File: src/rtl/link_pkg.sv
// Shared definitions for the game link: frame geometry, FSM state encoding
// and the parity rule used by both the transmitter and the receiver.
package link_pkg;

  localparam int FRAME_BITS = 35;
  localparam int DATA_BITS  = 32;

  typedef enum logic [2:0] {
    IDLE,
    START,
    DATA,
    PARITY,
    STOP
  } link_state_t;

  // Even parity: the bit that makes the total count of ones even.
  function automatic logic even_parity(input logic [DATA_BITS-1:0] d);
    return ^d;
  endfunction

endpackage

File: src/rtl/game_link_if.sv
// Processor-side bus of the game link: send strobe and word, transmit status,
// and receive notification with the last good word.
interface game_link_if;
  import link_pkg::*;

  logic                 snd;
  logic [DATA_BITS-1:0] interface_data;
  logic                 tx_busy;
  logic                 tx_drop;
  logic                 interrupt_eth;
  logic [DATA_BITS-1:0] interrupt_source_data;
  logic                 rx_err;

  modport master (
    output snd, interface_data,
    input  tx_busy, tx_drop, interrupt_eth, interrupt_source_data, rx_err
  );

  modport slave (
    input  snd, interface_data,
    output tx_busy, tx_drop, interrupt_eth, interrupt_source_data, rx_err
  );

endinterface

File: src/rtl/game_link_rx.sv
// Game link receiver: 2-flop synchronizer, start-bit glitch filter, mid-bit
// sampling of a 35-bit frame, parity/stop check and word delivery.
module game_link_rx
  import link_pkg::*;
#(
  parameter int CLKS_PER_BIT = 434
) (
  input  logic                 clk,
  input  logic                 rst,
  input  logic                 rx,
  output logic [DATA_BITS-1:0] word,
  output logic                 valid,
  output logic                 err
);

  localparam int CNT_W = $clog2(CLKS_PER_BIT);
  localparam int BIT_W = $clog2(FRAME_BITS);
  localparam logic [CNT_W-1:0] CNT_LAST  = CNT_W'(CLKS_PER_BIT - 1);
  localparam logic [CNT_W-1:0] HALF_LAST = CNT_W'(CLKS_PER_BIT / 2 - 1);
  localparam logic [BIT_W-1:0] DATA_LAST = BIT_W'(DATA_BITS - 1);

  logic                 rx_p0, rx_p1, rx_prev;
  link_state_t          state;
  logic [CNT_W-1:0]     cyc;
  logic [BIT_W-1:0]     bit_idx;
  logic [DATA_BITS-1:0] shift;
  logic                 par_bit;
  logic                 sample;

  // Synchronizer stage p0 -> p1; rx_prev holds the previous synchronized level.
  always_ff @(posedge clk or posedge rst) begin
    if (rst) begin
      rx_p0   <= 1'b1;
      rx_p1   <= 1'b1;
      rx_prev <= 1'b1;
    end else begin
      rx_p0   <= rx;
      rx_p1   <= rx_p0;
      rx_prev <= rx_p1;
    end
  end

  // The start bit is checked at its midpoint; every later bit one period on.
  assign sample = (state == START) ? (cyc == HALF_LAST) : (cyc == CNT_LAST);

  always_ff @(posedge clk) begin
    if (sample && state == DATA)   shift   <= {rx_p1, shift[DATA_BITS-1:1]};
    if (sample && state == PARITY) par_bit <= rx_p1;
  end

  always_ff @(posedge clk or posedge rst) begin
    if (rst) begin
      state   <= IDLE;
      cyc     <= '0;
      bit_idx <= '0;
      word    <= '0;
      valid   <= 1'b0;
      err     <= 1'b0;
    end else begin
      valid <= 1'b0;
      err   <= 1'b0;
      case (state)
        IDLE: begin
          // A falling edge needs a prior high, so a line stuck low never re-arms.
          if (rx_prev && !rx_p1) begin
            state <= START;
            cyc   <= '0;
          end
        end
        START: begin
          if (sample) begin
            cyc     <= '0;
            bit_idx <= '0;
            state   <= rx_p1 ? IDLE : DATA;
          end else begin
            cyc <= cyc + CNT_W'(1);
          end
        end
        DATA: begin
          if (sample) begin
            cyc <= '0;
            if (bit_idx == DATA_LAST) state <= PARITY;
            else                      bit_idx <= bit_idx + BIT_W'(1);
          end else begin
            cyc <= cyc + CNT_W'(1);
          end
        end
        PARITY: begin
          if (sample) begin
            cyc   <= '0;
            state <= STOP;
          end else begin
            cyc <= cyc + CNT_W'(1);
          end
        end
        STOP: begin
          if (sample) begin
            cyc   <= '0;
            state <= IDLE;
            if (rx_p1 && (par_bit == even_parity(shift))) begin
              word  <= shift;
              valid <= 1'b1;
            end else begin
              err <= 1'b1;
            end
          end else begin
            cyc <= cyc + CNT_W'(1);
          end
        end
        default: state <= IDLE;
      endcase
    end
  end

endmodule

File: src/rtl/game_link.sv
// Game link top: one-word transmit holding register feeding a 35-bit serializer,
// plus the independent receiver in game_link_rx.
module game_link
  import link_pkg::*;
#(
  parameter int CLKS_PER_BIT = 434
) (
  input  logic       clk,
  input  logic       rst,
  game_link_if.slave bus,
  output logic       tx,
  input  logic       rx
);

  localparam int CNT_W = $clog2(CLKS_PER_BIT);
  localparam int BIT_W = $clog2(FRAME_BITS);
  localparam logic [CNT_W-1:0] CNT_LAST  = CNT_W'(CLKS_PER_BIT - 1);
  localparam logic [BIT_W-1:0] DATA_LAST = BIT_W'(DATA_BITS - 1);

  link_state_t          state;
  logic                 hold_full, drop, tx_q, par;
  logic [DATA_BITS-1:0] hold_data, shift;
  logic [CNT_W-1:0]     cyc;
  logic [BIT_W-1:0]     bit_idx;
  logic                 bit_end, accept, load_shift, shift_now;
  logic [DATA_BITS-1:0] rx_word;
  logic                 rx_valid, rx_bad;

  assign bit_end    = (cyc == CNT_LAST);
  assign accept     = bus.snd && !hold_full;
  assign load_shift = hold_full && ((state == IDLE) || (state == STOP && bit_end));
  assign shift_now  = (state == DATA) && bit_end;

  always_ff @(posedge clk) begin
    if (accept) hold_data <= bus.interface_data;
  end

  // Shifter stage: parity is fixed when the word leaves the holding register.
  always_ff @(posedge clk) begin
    if (load_shift) begin
      shift <= hold_data;
      par   <= even_parity(hold_data);
    end else if (shift_now) begin
      shift <= shift >> 1;
    end
  end

  always_ff @(posedge clk or posedge rst) begin
    if (rst) begin
      state     <= IDLE;
      hold_full <= 1'b0;
      drop      <= 1'b0;
      tx_q      <= 1'b1;
      cyc       <= '0;
      bit_idx   <= '0;
    end else begin
      drop <= bus.snd && hold_full;
      if (accept)     hold_full <= 1'b1;
      if (load_shift) hold_full <= 1'b0;
      case (state)
        IDLE: begin
          if (hold_full) begin
            state <= START;
            tx_q  <= 1'b0;
            cyc   <= '0;
          end
        end
        START: begin
          if (bit_end) begin
            state   <= DATA;
            tx_q    <= shift[0];
            cyc     <= '0;
            bit_idx <= '0;
          end else begin
            cyc <= cyc + CNT_W'(1);
          end
        end
        DATA: begin
          if (bit_end) begin
            cyc <= '0;
            if (bit_idx == DATA_LAST) begin
              state <= PARITY;
              tx_q  <= par;
            end else begin
              bit_idx <= bit_idx + BIT_W'(1);
              tx_q    <= shift[1];
            end
          end else begin
            cyc <= cyc + CNT_W'(1);
          end
        end
        PARITY: begin
          if (bit_end) begin
            state <= STOP;
            tx_q  <= 1'b1;
            cyc   <= '0;
          end else begin
            cyc <= cyc + CNT_W'(1);
          end
        end
        STOP: begin
          if (bit_end) begin
            cyc <= '0;
            // A waiting word starts immediately: no idle bit between frames.
            if (hold_full) begin
              state <= START;
              tx_q  <= 1'b0;
            end else begin
              state <= IDLE;
            end
          end else begin
            cyc <= cyc + CNT_W'(1);
          end
        end
        default: state <= IDLE;
      endcase
    end
  end

  assign tx          = tx_q;
  assign bus.tx_busy = hold_full || (state != IDLE);
  assign bus.tx_drop = drop;

  game_link_rx #(
    .CLKS_PER_BIT(CLKS_PER_BIT)
  ) u_rx (
    .clk  (clk),
    .rst  (rst),
    .rx   (rx),
    .word (rx_word),
    .valid(rx_valid),
    .err  (rx_bad)
  );

  assign bus.interrupt_source_data = rx_word;
  assign bus.interrupt_eth         = rx_valid;
  assign bus.rx_err                = rx_bad;

endmodule

File: src/flat_wrapper.sv
// flat-port wrapper written by rule: the top's interface ports become plain ports
module game_link_flat import link_pkg::*;
#(
  parameter int CLKS_PER_BIT = 434
)
  (clk, rst, tx, rx, bus_snd, bus_interface_data, bus_tx_busy, bus_tx_drop, bus_interrupt_eth, bus_interrupt_source_data, bus_rx_err);
  game_link_if bus_i ();
  input  logic clk;
  input  logic rst;
  output logic tx;
  input  logic rx;
  input wire logic [$bits(bus_i.snd)-1:0] bus_snd;
  input wire logic [$bits(bus_i.interface_data)-1:0] bus_interface_data;
  output wire logic [$bits(bus_i.tx_busy)-1:0] bus_tx_busy;
  output wire logic [$bits(bus_i.tx_drop)-1:0] bus_tx_drop;
  output wire logic [$bits(bus_i.interrupt_eth)-1:0] bus_interrupt_eth;
  output wire logic [$bits(bus_i.interrupt_source_data)-1:0] bus_interrupt_source_data;
  output wire logic [$bits(bus_i.rx_err)-1:0] bus_rx_err;
  assign bus_i.snd = bus_snd;
  assign bus_i.interface_data = bus_interface_data;
  assign bus_tx_busy = bus_i.tx_busy;
  assign bus_tx_drop = bus_i.tx_drop;
  assign bus_interrupt_eth = bus_i.interrupt_eth;
  assign bus_interrupt_source_data = bus_i.interrupt_source_data;
  assign bus_rx_err = bus_i.rx_err;
  game_link #(.CLKS_PER_BIT(CLKS_PER_BIT)) u_core (.clk(clk), .rst(rst), .bus(bus_i), .tx(tx), .rx(rx));
endmodule
File: config.mk
export PLATFORM = sky130hd
export DESIGN_NAME = game_link_flat
export DESIGN_NICKNAME = d
export VERILOG_FILES = /design/src/rtl/link_pkg.sv /design/src/rtl/game_link_if.sv /design/src/rtl/game_link_rx.sv /design/src/rtl/game_link.sv /design/src/flat_wrapper.sv
export SDC_FILE = /design/constraint.sdc
export NUM_CORES = 1
export LEC_CHECK = 0
export CAP_MARGIN = 20
export CORE_MARGIN = 1.5
export CORE_UTILIZATION = 39
export DETAILED_ROUTE_END_ITERATION = 16
export GPL_ROUTABILITY_DRIVEN = 0
export PLACE_DENSITY = 0.63
export SETUP_SLACK_MARGIN = 0.4
export SYNTH_ARGS = -nofsm -noshare
export SYNTH_HDL_FRONTEND = slang
export SYNTH_HIERARCHICAL = 1
export SYNTH_SLANG_ARGS = --single-unit
File: constraint.sdc
create_clock -name clk -period 5.7 [get_ports clk]
set_input_delay 1.14 -clock clk [delete_from_list [all_inputs] [get_ports clk]]
set_output_delay 1.14 -clock clk [all_outputs]
set_load 0.1 [all_outputs]
==> results_dict.tcl, run 1 <==
set metrics [dict create \
    run_status "completed" \
    layout.cells.most_common "edfxtp_1" \
    num-nets-final 664 \
    ys_types 60 \
    avgViaCountPerCell 4.93 \
    numClockSinks 174 \
    most_frequent_cells_in_the_layout "edfxtp_1, clkdlybuf4s50_1, dfrtp_1" \
    yosysWarnings 6 \
    synth_cells 541 \
    worstSetupPathType "reg -> out" \
    startpoint_of_the_lowest_slack_hold_path "u_core/u_rx/rx_p0$_DFF_PP1_" \
    die_height_um 144 \
    grt_use_total 0.141 \
    cp_data_arrival_time_ps 2750 \
    worstReg2RegStart "u_core/cyc[1]$_DFFE_PP0P_" \
    crit_path_cell_trace "or2_2 -> nor3_1 -> inv_1 -> clkdlybuf4s50_1" \
    power.density_cell_area_nw_per_um2 302 \
    synth_enable_flop_cells 98 \
    count_of_buffering_cells_on_the_critical_path_with_inverters_included 2 \
    maxCapViolations 0 \
    global_route.overflow_total 0 \
    ir_worst_vdd_v 0.000218 \
    slew-limit-headroom 0.255 \
    critPathLaunchType "flop" \
    timing.hold.worst_path_depth 0 \
    largest_net_degree_at_the_start_of_global_routing 56 \
    synthFlopType "edfxtp_1" \
    post-cts-setup-buffer-count 0 \
    clock_skew_ps 9.04 \
    dieArea_um2 20600 \
    numCtsBuffers 17 \
    drt-wirelength-per-cell_um 15.1 \
    holdPathEnd "u_core/u_rx/rx_p1$_DFF_PP1_" \
    final_antenna_net_count 0 \
    sequential_cell_area_um2 4850 \
    antenna-diode-count 0 \
    achievable-frequency_mhz 257 \
    grt_pass1_wl_um 22400 \
    fillers 1710 \
    first_global_vias 4415 \
    ys_seq_elements 174 \
    cts.repair.resized 0 \
    clkTransAtPathRegs_ps 70 \
    synth.largest_area_cell "edfxtp_1" \
    r2r_setup_slack_ps 2800 \
    endpoint_required_time_on_the_critical_path_ps 4560 \
    syn_nets 582 \
    final_critical_path_share_of_the_clock_period 0.683 \
    worst_skew_pair.late_latency_ps 420 \
    hpwlAfterDp_um 9040 \
    finish.utilization 0.478 \
    antenna_found_initial 0 \
    reg2reg_to "u_core/shift[18]$_DFFE_PP_" \
    layout-area-overhead-vs-synth_pct 20.6 \
    final.min_clock_period_ps 3890 \
    timing.critical_path.slowest_stage_cell "clkdlybuf4s50_1" \
    worst_path_fanout_max 18 \
    timing_max_transition_violations_final 0 \
    placeableCoreArea_um2 19500 \
    final_layout_size_suffix_gt1_frac 0.197 \
    num_rows 51 \
    port-buffer-count 72 \
    cts_root_buffer "clkbuf_16" \
    htreeDepth 4 \
    worst_path_dominant_cell_family "buffers and inverters" \
    netlist_top_cells_area "edfxtp_1, dfrtp_1, xnor2_1" \
    clock_tree_from_tritoncts "done" \
    synth-seq-area-share 0.628 \
    ctsLongestPathBuffers 2 \
    rsz_0062_raised_after_global_routing "false" \
    top_level_ports 73 \
    mappedNetlistArea_um2 7720 \
    p_leak_nw 3.58 \
    avgSynthCellArea_um2 14.3 \
    cts_hold_buffers 0 \
    async_reset_ff_frac 0.437 \
    critPathMaxStageDelay_ps 980 \
    route.vias.total 4443 \
    tightestPinTransition_ps 1120 \
    fin_setup_tns_ps 0 \
    start_util 0.397 \
    setup.worst_path.end_class "primary output" \
    yosysTopAreaCellShare 0.381 \
    floorplan.die.width_um 144 \
    number_of_detailed_routing_iterations_run_before_antenna_repair 4 \
    multiInputGateArea_um2 2740 \
    finalSetupViolations 0 \
    worstHoldPathType "reg -> reg" \
    ff2ff_path_depth 8 \
    number_of_remaining_drc_errors 0 \
    fin_hold_viols 0 \
    routed_wirelength_um 13600 \
    number_of_drc_markers_in_iteration_0 222 \
]
==> cells in the mapped netlist (9+ instances only) <==
master,instances
a21oi_1,9
and3_1,13
xnor2_1,59
mux2_4,26
inv_1,11
o21ai_0,26
nor3_1,10
nor2_1,24
nand3_1,19
mux2_2,37
nand2_1,29
edfxtp_1,98
dfrtp_1,72
==> metal layers <==
layer	wire length, um	GRT usage
met1	6270	0.184
met2	6810	0.230
met3	374	0.0350
met4	128	0.0489
met5	0	0
==> sequential cells by signal (all words and copies together), names as in the netlist, 3 cells and up <==
register and cells:
u_core/u_rx/word 32, u_core/state 3, u_core/shift 32, u_core/u_rx/bit_idx 6, u_core/u_rx/shift 32, u_core/cyc 9
u_core/u_rx/state 3, u_core/hold_data 32, u_core/u_rx/cyc 9, u_core/bit_idx 6
==> logic make-up after synthesis <==
family          after synthesis  share of synthesized area
xor+xnor                     68                     0.0809
fa+ha+maj                     5                    0.00811
flops                       174                      0.628
mux                          68                      0.113
simple gates                135                     0.0966
compound gates               66                     0.0551
buf+inv                      25                     0.0180
==> where the power goes <==
part           switching [W]  internal, W  total, W
logic               0.000130     0.000115  0.000245
registers          0.0000583      0.00137   0.00142
clock network       0.000489     0.000652   0.00114
==> how the worst max path moves through the flow <==
stage,start,endpoint,cells past startpoint
after floorplan,u_core/cyc[1]$_DFFE_PP0P_,u_core/shift[0]$_DFFE_PP_,6
after global placement,u_core/state[0]$_DFFE_PP0P_,bus_tx_busy,4
after detailed placement,u_core/state[0]$_DFFE_PP0P_,bus_tx_busy,4
after CTS,u_core/state[0]$_DFFE_PP0P_,bus_tx_busy,4
after global routing,u_core/state[0]$_DFFE_PP0P_,bus_tx_busy,4
final,u_core/state[0]$_DFFE_PP0P_,bus_tx_busy,4
==> area by class of cell <==
type / instances / share of cell area
Sequential cell: 174 / 0.521
Multi-Input combinational cell: 342 / 0.294
Clock inverter: 15 / 0.0173
Inverter: 11 / 0.00444
Tap cell: 265 / 0.0356
Clock buffer: 17 / 0.0457
Timing Repair Buffer: 77 / 0.0815
==> stage by stage <==
stage / worst slack (ps) / hold WS, ps / area, um^2 / power (W) / instances
6_report: 1810 / 356 / 9310 / 0.00281 / 901
5_1_grt: 1720 / 364 / 9310 / 0.00293 / 901
4_1_cts: 1820 / 358 / 9310 / 0.00285 / 901
3_5_place_dp: 2290 / 348 / 8720 / 0.00170 / 869
3_3_place_gp: 2280 / 349 / 8720 / 0.00168 / 869
2_1_floorplan: 1660 / 345 / 7720 / 0.00162 / 541
No activity file was read; power rests on OpenSTA's default activity.
==> run 2, diff against run 1 <==
PLACE_DENSITY = 0.65   (was 0.63)
clock period = 3.2 ns   (was 5.7 ns; I/O delays follow)
==> run 2 against run 1 <==
Effect of this change: power up 74%; clock-buffer cell count grew 1; combinational power increased by 84%; non-clock buffer count rose by 4; clock skew grew 0.94 ps; clock power rose by 68%; global-route usage is essentially flat; utilization is 0.52 points lower; cell area decreased by 1.1%; critical path depth unchanged; largest power group unchanged; worst setup slack got worse by 1300 ps.
==> results_dict.tcl, run 2 (synthesized netlist as in run 1, its figures left out) <==
set metrics [dict create \
    drt-wirelength-per-cell_um 15.2 \
    clock_skew_ps 9.98 \
    num-nets-final 668 \
    p_leak_nw 3.64 \
    worstReg2RegStart "u_core/u_rx/shift[15]$_DFFE_PP_" \
    hpwlAfterDp_um 9390 \
    final.min_clock_period_ps 2650 \
    run_status "completed" \
    number_of_detailed_routing_iterations_run_before_antenna_repair 4 \
    power_frac_seq 0.518 \
    fin_hold_viols 0 \
    finalSetupViolations 0 \
    worst_path_fanout_max 18 \
    floorplan.die.width_um 144 \
    count_of_buffering_cells_on_the_critical_path_with_inverters_included 2 \
    top_level_ports 73 \
    setup.worst_path.end_class "primary output" \
    most_frequent_cells_in_the_layout "edfxtp_1, dfrtp_1, xnor2_1" \
    port-buffer-count 72 \
    worstSetupPathType "reg -> out" \
    cts.repair.resized 0 \
    die_height_um 144 \
    global_route.overflow_total 0 \
    route.vias.total 4495 \
    cts_root_buffer "clkbuf_16" \
    ff2ff_path_depth 7 \
    dieArea_um2 20600 \
    grt_pass1_wl_um 22800 \
    timing.hold.worst_path_depth 0 \
    timing.critical_path.slowest_stage_cell "dfrtp_1" \
    slew-limit-headroom 0.428 \
    maxCapViolations 0 \
    layout-area-overhead-vs-synth_pct 19.3 \
    power.density_cell_area_nw_per_um2 532 \
    timing_max_transition_violations_final 0 \
    critPathMaxStageDelay_ps 590 \
    numClockSinks 174 \
    fillers 1710 \
    crit_path_cell_trace "or2_2 -> nor3_1 -> inv_1 -> buf_4" \
    num_rows 51 \
    largest_net_degree_at_the_start_of_global_routing 40 \
    p_sw_w 0.00119 \
    clkTransAtPathRegs_ps 70 \
    r2r_setup_slack_ps 600 \
    internal_power_w 0.00372 \
    rsz_0062_raised_after_global_routing "false" \
    htreeDepth 4 \
    number_of_remaining_drc_errors 0 \
    ir_worst_vdd_v 0.000318 \
    antenna-diode-count 0 \
    crit_cells 4 \
    avgViaCountPerCell 4.97 \
    setup_slack_ps 545 \
    final_layout_size_suffix_gt1_frac 0.258 \
    dpl_worst_slack_ps 607 \
    cts_hold_buffers 0 \
    endpoint_required_time_on_the_critical_path_ps 2560 \
    ctsLongestPathBuffers 2 \
    clock_tree_from_tritoncts "done" \
    fin_setup_tns_ps 0 \
    worst_skew_pair.late_latency_ps 410 \
    post-cts-setup-buffer-count 0 \
    start_util 0.397 \
    grt_use_total 0.141 \
    p_sw_frac 0.242 \
    comb_power_share 0.092 \
    tightestPinTransition_ps 859 \
    worstHoldPathType "reg -> reg" \
    cp_data_arrival_time_ps 2010 \
    final_critical_path_share_of_the_clock_period 0.830 \
    clockPowerShare 0.390 \
    antenna_found_initial 0 \
    placeableCoreArea_um2 19500 \
    achievable-frequency_mhz 377 \
    routed_wirelength_um 13800 \
    worst_path_dominant_cell_family "simple AND/OR/NAND/NOR gates" \
    reg2reg_to "u_core/u_rx/word[24]$_DFFE_PP0P_" \
    first_global_vias 4465 \
    layout.cells.most_common "edfxtp_1" \
    final_antenna_net_count 0 \
    critPathLaunchType "flop" \
    number_of_drc_markers_in_iteration_0 368 \
    timing.critical_path.to "bus_tx_busy" \
    startpoint "u_core/state[0]$_DFFE_PP0P_" \
    numCtsBuffers 17 \
]
## run 2: changes by cell type in the layout (fill, tap and decap cells not counted), sizes merged
cell           before  now
buf                 5   46
clkdlybuf4s50      72   35
clkinvlp            2    7
clkinv              7    4
inv                15   13
bufinv              2    1
clkbuf             17   18
## run 2: per-stage QoR
| stage | std cells | utilization | power [W] | instance area [um^2] | hold WS, ps |
|---|---|---|---|---|---|
| 2_1_floorplan | 541 | - | 0.00288 | 7720 | 345 |
| 3_3_place_gp | 873 | 0.445 | 0.00300 | 8660 | 347 |
| 3_5_place_dp | 873 | 0.445 | 0.00303 | 8660 | 350 |
| 4_1_cts | 905 | 0.473 | 0.00496 | 9210 | 359 |
| 5_1_grt | 905 | 0.473 | 0.00512 | 9210 | 361 |
| 6_report | 905 | 0.473 | 0.00490 | 9210 | 357 |
## run 2: layer usage
metal	wire length [um]	track usage
met1	6490	0.191
met2	6760	0.229
met3	377	0.0317
met4	126	0.0376
met5	0	0
## run 2: layout make-up
| class | count | area (um^2) | share of cell area |
|---|---|---|---|
| sequential | 174 | 4850 | 0.527 |
| multi-input combinational | 342 | 2740 | 0.298 |
| inverter | 11 | 41.3 | 0.00449 |
| tap | 265 | 332 | 0.0360 |
| timing repair buffer | 81 | 696 | 0.0756 |
| clock buffer | 18 | 429 | 0.0466 |
| clock inverter | 14 | 119 | 0.0129 |
## run 2: how the worst min path moves through the flow
| stage | startpoint | end | slack, ps |
|---|---|---|---|
| 6_report | u_core/u_rx/rx_p0$_DFF_PP1_ | u_core/u_rx/rx_p1$_DFF_PP1_ | 360 |
| 5_1_grt | u_core/u_rx/rx_p0$_DFF_PP1_ | u_core/u_rx/rx_p1$_DFF_PP1_ | 360 |
| 4_1_cts | u_core/u_rx/rx_p0$_DFF_PP1_ | u_core/u_rx/rx_p1$_DFF_PP1_ | 360 |
| 3_5_place_dp | u_core/u_rx/rx_p0$_DFF_PP1_ | u_core/u_rx/rx_p1$_DFF_PP1_ | 350 |
| 3_3_place_gp | u_core/u_rx/rx_p0$_DFF_PP1_ | u_core/u_rx/rx_p1$_DFF_PP1_ | 350 |
| 2_1_floorplan | u_core/u_rx/rx_p0$_DFF_PP1_ | u_core/u_rx/rx_p1$_DFF_PP1_ | 350 |
## run 2: power groups by stage
stage / Clock (W) / Sequential, W / Combinational (W)
global route: 0.00206 / 0.00255 / 0.000508
detailed placement: 0 / 0.00258 / 0.000453
floorplan: 0 / 0.00255 / 0.000327
finish: 0.00191 / 0.00254 / 0.000451
CTS: 0.00197 / 0.00254 / 0.000453
global placement: 0 / 0.00258 / 0.000425
## run 2: worst reg2reg max path, delay by kind of cell, from the launching register on
kind	cells	cell delay, ps
flops	1	430
buf+inv	1	400
mux	2	590
xor+xnor	4	1080
